`config.mk`:
```
export PLATFORM = sky130hd
export DESIGN_NAME = spi_reg_file
export DESIGN_NICKNAME = d
export VERILOG_FILES = /design/src/rtl/spi_reg_pkg.sv /design/src/rtl/sync_2ff.sv /design/src/rtl/spi_reg_file.sv
export SDC_FILE = /design/constraint.sdc
export NUM_CORES = 1
export LEC_CHECK = 0
export ABC_AREA = 1
export CAP_MARGIN = 20
export CELL_PAD_IN_SITES_DETAIL_PLACEMENT = 1
export CELL_PAD_IN_SITES_GLOBAL_PLACEMENT = 2
export CORE_ASPECT_RATIO = 0.8
export CORE_UTILIZATION = 29
export DETAILED_ROUTE_END_ITERATION = 10
export PLACE_DENSITY = 0.89
export SLEW_MARGIN = 25
export SYNTH_ARGS = -nofsm -noshare
export SYNTH_HDL_FRONTEND = slang
export SYNTH_HIERARCHICAL = 1
export SYNTH_SLANG_ARGS = --single-unit
```
`constraint.sdc`:
```
create_clock -name clk -period 2.3 [get_ports clk]
set_clock_uncertainty 0.2 [all_clocks]
set_input_delay 0.46 -clock clk [delete_from_list [all_inputs] [get_ports clk]]
set_output_delay 0.46 -clock clk [all_outputs]
set_load 0.01 [all_outputs]
```
`src/rtl/spi_reg_pkg.sv`:
```
// rtl/spi_reg_pkg.sv - shared types and constants for the SPI register file
//
// Purpose: FSM state encoding, header field positions and default geometry
// for spi_reg_file, plus a helper that classifies a header byte.
// Ports: none (package).

package spi_reg_pkg;

    typedef enum logic [1:0] {
        ST_IDLE    = 2'd0,
        ST_HDR     = 2'd1,
        ST_DATA    = 2'd2,
        ST_DISCARD = 2'd3
    } state_t;

    localparam int HDR_WR_BIT  = 7;
    localparam int HDR_RSV_MSB = 6;
    localparam int HDR_RSV_LSB = 4;

    localparam int NREGS_DEF  = 16;
    localparam int ADDR_W_DEF = 4;

    // A header is accepted only when it is a write and the reserved field is zero.
    function automatic logic hdr_is_valid(input logic [7:0] b);
        return b[HDR_WR_BIT] && (b[HDR_RSV_MSB:HDR_RSV_LSB] == '0);
    endfunction

endpackage

```
`src/rtl/sync_2ff.sv`:
```
// rtl/sync_2ff.sv - two-flop synchronizer, async active-low reset to 1
//
// Purpose: brings an asynchronous level (e.g. SPI chip-select) into the clk
// domain. Reset value is 1 so an active-low select reads as deasserted.
// Ports:
//   i_clk    destination clock
//   i_rst_n  asynchronous active-low reset
//   i_d      asynchronous input
//   o_q      synchronized output (2-cycle latency)

module sync_2ff (
    input  logic i_clk,
    input  logic i_rst_n,
    input  logic i_d,
    output logic o_q
);

    logic r_meta;
    logic r_sync;

    always_ff @(posedge i_clk or negedge i_rst_n) begin
        if (!i_rst_n) begin
            r_meta <= 1'b1;
            r_sync <= 1'b1;
        end else begin
            r_meta <= i_d;
            r_sync <= r_meta;
        end
    end

    assign o_q = r_sync;

endmodule

```
`src/rtl/spi_reg_file.sv`:
```
// rtl/spi_reg_file.sv - framed SPI write-command parser into a 16 x 8 register file
//
// Purpose: consumes bytes from spi_slave; each SSEL-delimited frame carries a
// header {1,000,addr} followed by data bytes written to the register file.
// Bad headers are discarded and counted (saturating).
// Build option: SPI_REG_AUTOINC_EN - when defined, data bytes burst-write with
// an auto-incrementing address (wrapping); when undefined, only the first data
// byte of a frame is written.
// Ports:
//   clk, rst_n   system clock, asynchronous active-low reset
//   SSEL         raw active-low chip-select (asynchronous)
//   cmd          received byte, cmd_valid one-cycle strobe per byte
//   regs         flattened register file, reg i at [8*i+7:8*i]
//   wr_pulse     one-cycle write strobe with wr_addr / wr_data
//   err_count    saturating count of rejected headers
//   busy         frame open (synchronized SSEL low)

module spi_reg_file
    import spi_reg_pkg::*;
#(
    parameter int         NREGS   = NREGS_DEF,
    parameter int         ADDR_W  = ADDR_W_DEF,
    parameter logic [7:0] RST_VAL = 8'h00
) (
    input  logic                 clk,
    input  logic                 rst_n,
    input  logic                 SSEL,
    input  logic [7:0]           cmd,
    input  logic                 cmd_valid,
    output logic [8*NREGS-1:0]   regs,
    output logic                 wr_pulse,
    output logic [ADDR_W-1:0]    wr_addr,
    output logic [7:0]           wr_data,
    output logic [7:0]           err_count,
    output logic                 busy
);

    logic               w_ssel_s;
    state_t             r_state;
    state_t             w_state_nxt;
    logic [ADDR_W-1:0]  r_ptr;
    logic [8*NREGS-1:0] r_regs;
    logic               r_wr_pulse;
    logic [ADDR_W-1:0]  r_wr_addr;
    logic [7:0]         r_wr_data;
    logic [7:0]         r_err_count;
    logic               w_wr_en;
    logic               w_ptr_load;
    logic               w_err_inc;

    sync_2ff u_ssel_sync (
        .i_clk   (clk),
        .i_rst_n (rst_n),
        .i_d     (SSEL),
        .o_q     (w_ssel_s)
    );

    always_ff @(posedge clk or negedge rst_n) begin
        if (!rst_n) begin
            r_state <= ST_IDLE;
        end else begin
            r_state <= w_state_nxt;
        end
    end

    always_comb begin
        w_state_nxt = r_state;
        w_wr_en     = 1'b0;
        w_ptr_load  = 1'b0;
        w_err_inc   = 1'b0;
        case (r_state)
            ST_IDLE: begin
                if (!w_ssel_s) begin
                    w_state_nxt = ST_HDR;
                end
            end
            ST_HDR: begin
                if (cmd_valid) begin
                    if (hdr_is_valid(cmd)) begin
                        w_ptr_load  = 1'b1;
                        w_state_nxt = ST_DATA;
                    end else begin
                        w_err_inc   = 1'b1;
                        w_state_nxt = ST_DISCARD;
                    end
                end
            end
            ST_DATA: begin
                if (cmd_valid) begin
                    w_wr_en = 1'b1;
`ifndef SPI_REG_AUTOINC_EN
                    w_state_nxt = ST_DISCARD;
`endif
                end
            end
            default: begin
                // ST_DISCARD: swallow bytes until the frame closes
            end
        endcase
        // The byte of this cycle is still handled above; closing the frame wins
        // only for the state transition.
        if ((r_state != ST_IDLE) && w_ssel_s) begin
            w_state_nxt = ST_IDLE;
        end
    end

    always_ff @(posedge clk or negedge rst_n) begin
        if (!rst_n) begin
            r_ptr       <= '0;
            r_regs      <= {NREGS{RST_VAL}};
            r_wr_pulse  <= 1'b0;
            r_wr_addr   <= '0;
            r_wr_data   <= 8'h00;
            r_err_count <= 8'h00;
        end else begin
            r_wr_pulse <= w_wr_en;
            if (w_ptr_load) begin
                r_ptr <= cmd[ADDR_W-1:0];
            end
`ifdef SPI_REG_AUTOINC_EN
            else if (w_wr_en) begin
                r_ptr <= r_ptr + 1'b1;
            end
`endif
            if (w_wr_en) begin
                r_regs[8*r_ptr +: 8] <= cmd;
                r_wr_addr            <= r_ptr;
                r_wr_data            <= cmd;
            end
            if (w_err_inc && (r_err_count != 8'hFF)) begin
                r_err_count <= r_err_count + 8'd1;
            end
        end
    end

    assign regs      = r_regs;
    assign wr_pulse  = r_wr_pulse;
    assign wr_addr   = r_wr_addr;
    assign wr_data   = r_wr_data;
    assign err_count = r_err_count;
    assign busy      = ~w_ssel_s;

endmodule

```
**Word level (Yosys, flattened, before mapping)**

Index checks and enable logic that the tools add are counted.

- Register bits after elaboration: 157
- Input bits: 12

- Reductions and logical operators: 8
- Add/sub/neg operators: 2
- Eq/ne operators: 6
- Multiplexer cells: 15
- Bitwise operators: 1
- Shift-type cells: 2

Operator list:

| kind | count |
|---|---|
| 128-bit bitwise mux | 1 |
| 8-bit by 34-bit variable shift with 128-bit output, first input constant | 1 |
| 8-bit by 34-bit indexed part select with 128-bit output | 1 |
| 7-bit negator with 34-bit output | 1 |
| 1-bit two-way mux | 9 |
| 3-bit != test, second input constant | 3 |
| 8-bit by 1-bit adder with 8-bit output, second input constant | 1 |
| 2-bit two-way mux | 4 |
| 8-bit != test, second input constant | 1 |
| 2-bit one-hot mux with 3 select lines | 1 |
| 4-bit AND reduction | 1 |
| 4-bit nonzero test | 1 |
| 1-bit logical AND | 3 |
| 3-bit logical NOT | 1 |
| 2-bit by 1-bit == test with 1-bit output, second input constant | 1 |
| 2-bit == test, second input constant | 1 |
| 2-bit logical NOT | 1 |
| 2-bit nonzero test | 1 |
| 1-bit inverter | 1 |

**Longest topological paths before layout**

- Depth in word-level cells: 6
- Depth in mapped cells: 12
- Mapped depth without buffers: 12

**By module**

Netlist, hierarchy kept.

By module, submodules not included:

| module | times used | cells each | seq. area each (um^2) | area each (um^2) |
|---|---|---|---|---|
| spi_reg_file | 1 | 771 | 3878.7 | 6795.3 |
| sync_2ff | 1 | 2 | 52.6 | 52.6 |

**Least setup slack after synthesis**

No wires, ideal clock.

- Path kind: reg-to-reg
- Start point: register r_ptr[2]
- End point: register r_regs[102], in the netlist regs[102]
- Slack: 0.213 ns
- Data required time: 2.034 ns
- Clock period less this slack: 2.087 ns
- Arrival: 1.821 ns
- Stages on the path, launching flop included: 9
- Cell sequence: dfrtp_1 > nor3_1 > ha_1 > inv_1 > nand3_1 > inv_2 > buf_1 > nand3_1 > nand2_1

- Word-level cells in the longest chain between the ends: 3
- Elaborated cells on any way between the ends: 4
- Those cells by class: add/sub: 1; shift: 2; mux: 1

Ends and longest elaborated chain:

| element | line | text |
|---|---|---|
| start, declared | spi_reg_file.sv:41 | `logic [ADDR_W-1:0] r_ptr;` |
| start signal, assigned | spi_reg_file.sv:118 | `r_ptr <= cmd[ADDR_W-1:0];` |
| 7-bit negator with 34-bit output (*) | spi_reg_file.sv:126 | `r_regs[8*r_ptr +: 8] <= cmd;` |
| 8-bit by 34-bit indexed part select with 128-bit output or 8-bit by 34-bit variable shift with 128-bit output (tied branches) | spi_reg_file.sv:126 |  |
| 128-bit bitwise mux (*) | spi_reg_file.sv:126 |  |
| end signal, assigned | spi_reg_file.sv:110 | `r_regs <= {NREGS{RST_VAL}};` |
| end signal, assigned by index | spi_reg_file.sv:126 |  |
| end, declared | spi_reg_file.sv:42 | `logic [8*NREGS-1:0] r_regs;` |

Mark *: on every way between the ends. The rest lies on a longest branch, timed or not.
A chain may end at the register's enable or synchronous reset.

**Worst setup path in the final report**

- Start point: register r_ptr[1]
- End point: register r_regs[81], in the netlist regs[81]

Same word-level chain as after synthesis.

==> reports/results.tsv <==
metric	value	unit
status	completed	
via/cell ratio	4.691	
share of layout cells above drive strength 1	12.97	%
crit path cell chain	inv_1 -> ha_1 -> nand3_2 -> nand2_2 -> nor2_4 -> nand2_4 -> nor2_8 -> nand2_2 -> nand2_1 -> nand2_1	
placed insts	1253	
starting density of the core	30.03	%
Clock Tree Root	clkbuf_16	
post-DP HPWL	16460	um
clk sinks	157	
Cell Pwr Density	1006	nW/um2
Synth cell types	34	
CP peak stage delay	0.42	ns
Final min period	2.180	ns
Final Max Slew Viols	0	
Arr. time, crit path	2.29	ns
Critical Path RT	2.41	ns
finished layout cell area	9777	um2
# IOs	162	
# rows	49	
Critical Path Source Type	flop	
Peak VDD IR	0.5489	mV
static leakage	4.683	nW
Max Cap Viol	0	
post-route ant nets	0	
FMAX	458.7	MHz
Total Wirelength	22400	um
Nets	993	
starting DRC count in detailed routing	332	
Rel. slew slack	67.93	%
DIE WIDTH	173.8	um
Mapped Avg Cell Area	8.859	um2
Remaining DRCs	0	
largest net degree at the start of global routing	56	
initial antenna violation count	0	
Total Routing Usage GR	19.24	%
min-delay worst type	reg -> reg	
clk slew on worst S/H paths	0.07	ns
vias in the first global route	6309	
Clock Tree Buf Depth	2	
GP Congestion	0.8128	
CTS tree	built	
GRT overflow	0	
# setup viols final	0	
clock latency at the later pin of the worst-skew pair	0.43	ns
Period Utilization, post-route	94.78	%
CP endpoint kind	flop	
fin util	42.87	%
#FFs+latches synth	157	
actual slew at the worst max-slew pin	0.4793	ns
CTS Buf Count	17	
Area after DPL	9080	um2
routed wire length per instance	17.32	um
core area	22810	um2
ant diodes	0	
htree depth	4	
Seq/Total Area, Yosys	57.41	%
final hold slack	0.1568	ns
Fillers	2688	
Fin. Hold Viols	0	
Die ar.	24240	um2
DRT Pass-1 Iters	4	
Post-Layout Cell Count	1293	
Area growth, synth to finish	42.77	%
post-synthesis instance total	773	
Ys Warns	6	
WS Path Type	reg -> reg	
first-pass GRT wire length	36140	um
CP max stage cell	dfrtp_1	
Via Count	6065	
syn nets	791	
RSZ-0062 raised after global routing	yes	
Syn Std Cell Area	6848	um2
Die Y	139.4	um
peak fanout along the critical path	18	
Port-buffer cells	161	
Setup TNS Final	0	ns
==> synthesized netlist by cell type, drive strengths merged <==
library cell | count | area share, %
a21oi | 1 | 0.073
clkbuf | 5 | 0.27
and2 | 1 | 0.091
dfrtp | 155 | 57
nand3 | 70 | 5.7
o22ai | 1 | 0.18
nor3 | 4 | 0.29
or2 | 1 | 0.091
nand3b | 2 | 0.22
nor2 | 55 | 4.1
nand2 | 305 | 17
a31oi | 1 | 0.091
ha | 6 | 1.1
o211ai | 2 | 0.22
o21ai | 61 | 4.5
nand4 | 34 | 3.1
buf | 26 | 2.4
xor2 | 2 | 0.26
xnor2 | 3 | 0.38
dfstp | 2 | 0.77
inv | 36 | 2.0
==> cell type report <==
cell class	count	area (um2)	share of cell area, %
sequential	157	3931	40.21
clock inverter	10	140.1	1.433
tap	306	382.9	3.916
timing repair buffer	214	2105	21.53
multi-input combinational	549	2618	26.77
inverter	36	140.1	1.433
clock buffer	21	460.4	4.709
==> kinds of logic (layout without fill, tap and decap cells) <==
kind of cell / after synthesis / in the layout / synth area share (%)
XOR/XNOR: 5 / 5 / 0.6396
buffers and inverters: 67 / 281 / 4.659
AO/OA/AOI/OAI: 66 / 66 / 5.025
flip-flops: 157 / 157 / 57.41
AND/OR/NAND/NOR: 472 / 472 / 31.17
adder cells (fa/ha/maj): 6 / 6 / 1.096
==> flip-flops by register name, indices dropped and copies added, names as in the netlist <==
signal              count
r_ptr                   4
r_state                 2
wr_addr                 4
u_ssel_sync/r_meta      1
err_count               8
u_ssel_sync/o_q         1
regs                  128
wr_pulse                1
wr_data                 8
==> per-layer routing <==
metal,GRT usage [%],wire length (um)
met2,29.18,10070
met3,4.645,1121
met4,3.740,137
met5,0,0
met1,27.89,11060
==> worst paths after layout <==
path / end / slack, ns / start / cells past startpoint
max reg2reg: regs[81]$_DFFE_PN0P_ / 0.12 / r_ptr[1]$_DFFE_PN0P_ / 10
min reg2reg: u_ssel_sync/o_q$_DFF_PN1_ / 0.16 / u_ssel_sync/r_meta$_DFF_PN1_ / 0
min: u_ssel_sync/o_q$_DFF_PN1_ / 0.16 / u_ssel_sync/r_meta$_DFF_PN1_ / 0
max: regs[81]$_DFFE_PN0P_ / 0.12 / r_ptr[1]$_DFFE_PN0P_ / 10
min in group asynchronous: regs[77]$_DFFE_PN0P_ / 0.28 / rst_n / 2
max in group asynchronous: regs[125]$_DFFE_PN0P_ / 0.94 / rst_n / 3
==> stage by stage <==
step,setup slack [ns],total power (W)
5_1_grt,-0.02316,0.01034
6_report,0.1199,0.009836
2_1_floorplan,0.2135,0.005244
4_1_cts,0.01109,0.009724
3_3_place_gp,-0.02230,0.006637
3_5_place_dp,-0.1050,0.006713
==> layout by cell type (no fill, tap or decap), types with 2 or more instances in the layout <==
cell             synthesis  final
clkinv_2                 0      2
inv_1                   28     28
clkinv_4                 0      2
dfrtp_1                155    155
nand2_4                  4      4
clkinvlp_4               0      3
buf_6                    4      2
nor2_4                   5      5
nor3_1                   4      3
xnor2_1                  3      3
inv_2                    7      7
clkbuf_1                 5      2
o21ai_1                 12     12
buf_12                   0      7
ha_1                     6      6
clkdlybuf4s50_1          0    160
clkbuf_16                0     17
o21ai_0                 49     49
clkbuf_8                 0      2
nor2_1                  45     45
nor2_8                   2      2
nand4_1                 34     34
nand2_2                  9      9
dfstp_2                  2      2
nand2_1                292    292
xor2_1                   2      2
buf_4                    4     44
nor2_2                   3      3
bufinv_16                0      3
o211ai_1                 2      2
nand3b_1                 2      2
nand3_2                  6      9
nand3_1                 63     60
==> critical path, delay by kind of cell, from the launching register on <==
kind	cells	cell delay (ns)
adders and majority gates	1	0.23
buffers and inverters	1	0.08
and+or+nand+nor	8	1.12
DFF	1	0.42
==> timing repair <==
item | CTS | global route
gates resized for setup | 2 | 4
hold endpoints to repair | 25 | 0
pin swaps | 0 | 3
endpoints found under the setup margin | 6 | 80
hold buffers | 1 | 0
buffers inserted | 0 | 8
==> power breakdown <==
group / internal, W / switching, W / leakage, nW
clock: 0.00176 / 0.00117 / 0.285
sequential: 0.00301 / 0.000222 / 2.15
combinational: 0.00133 / 0.00235 / 2.25
total: 0.00610 / 0.00374 / 4.68
Note: power is estimated with default switching activity, not from simulation.
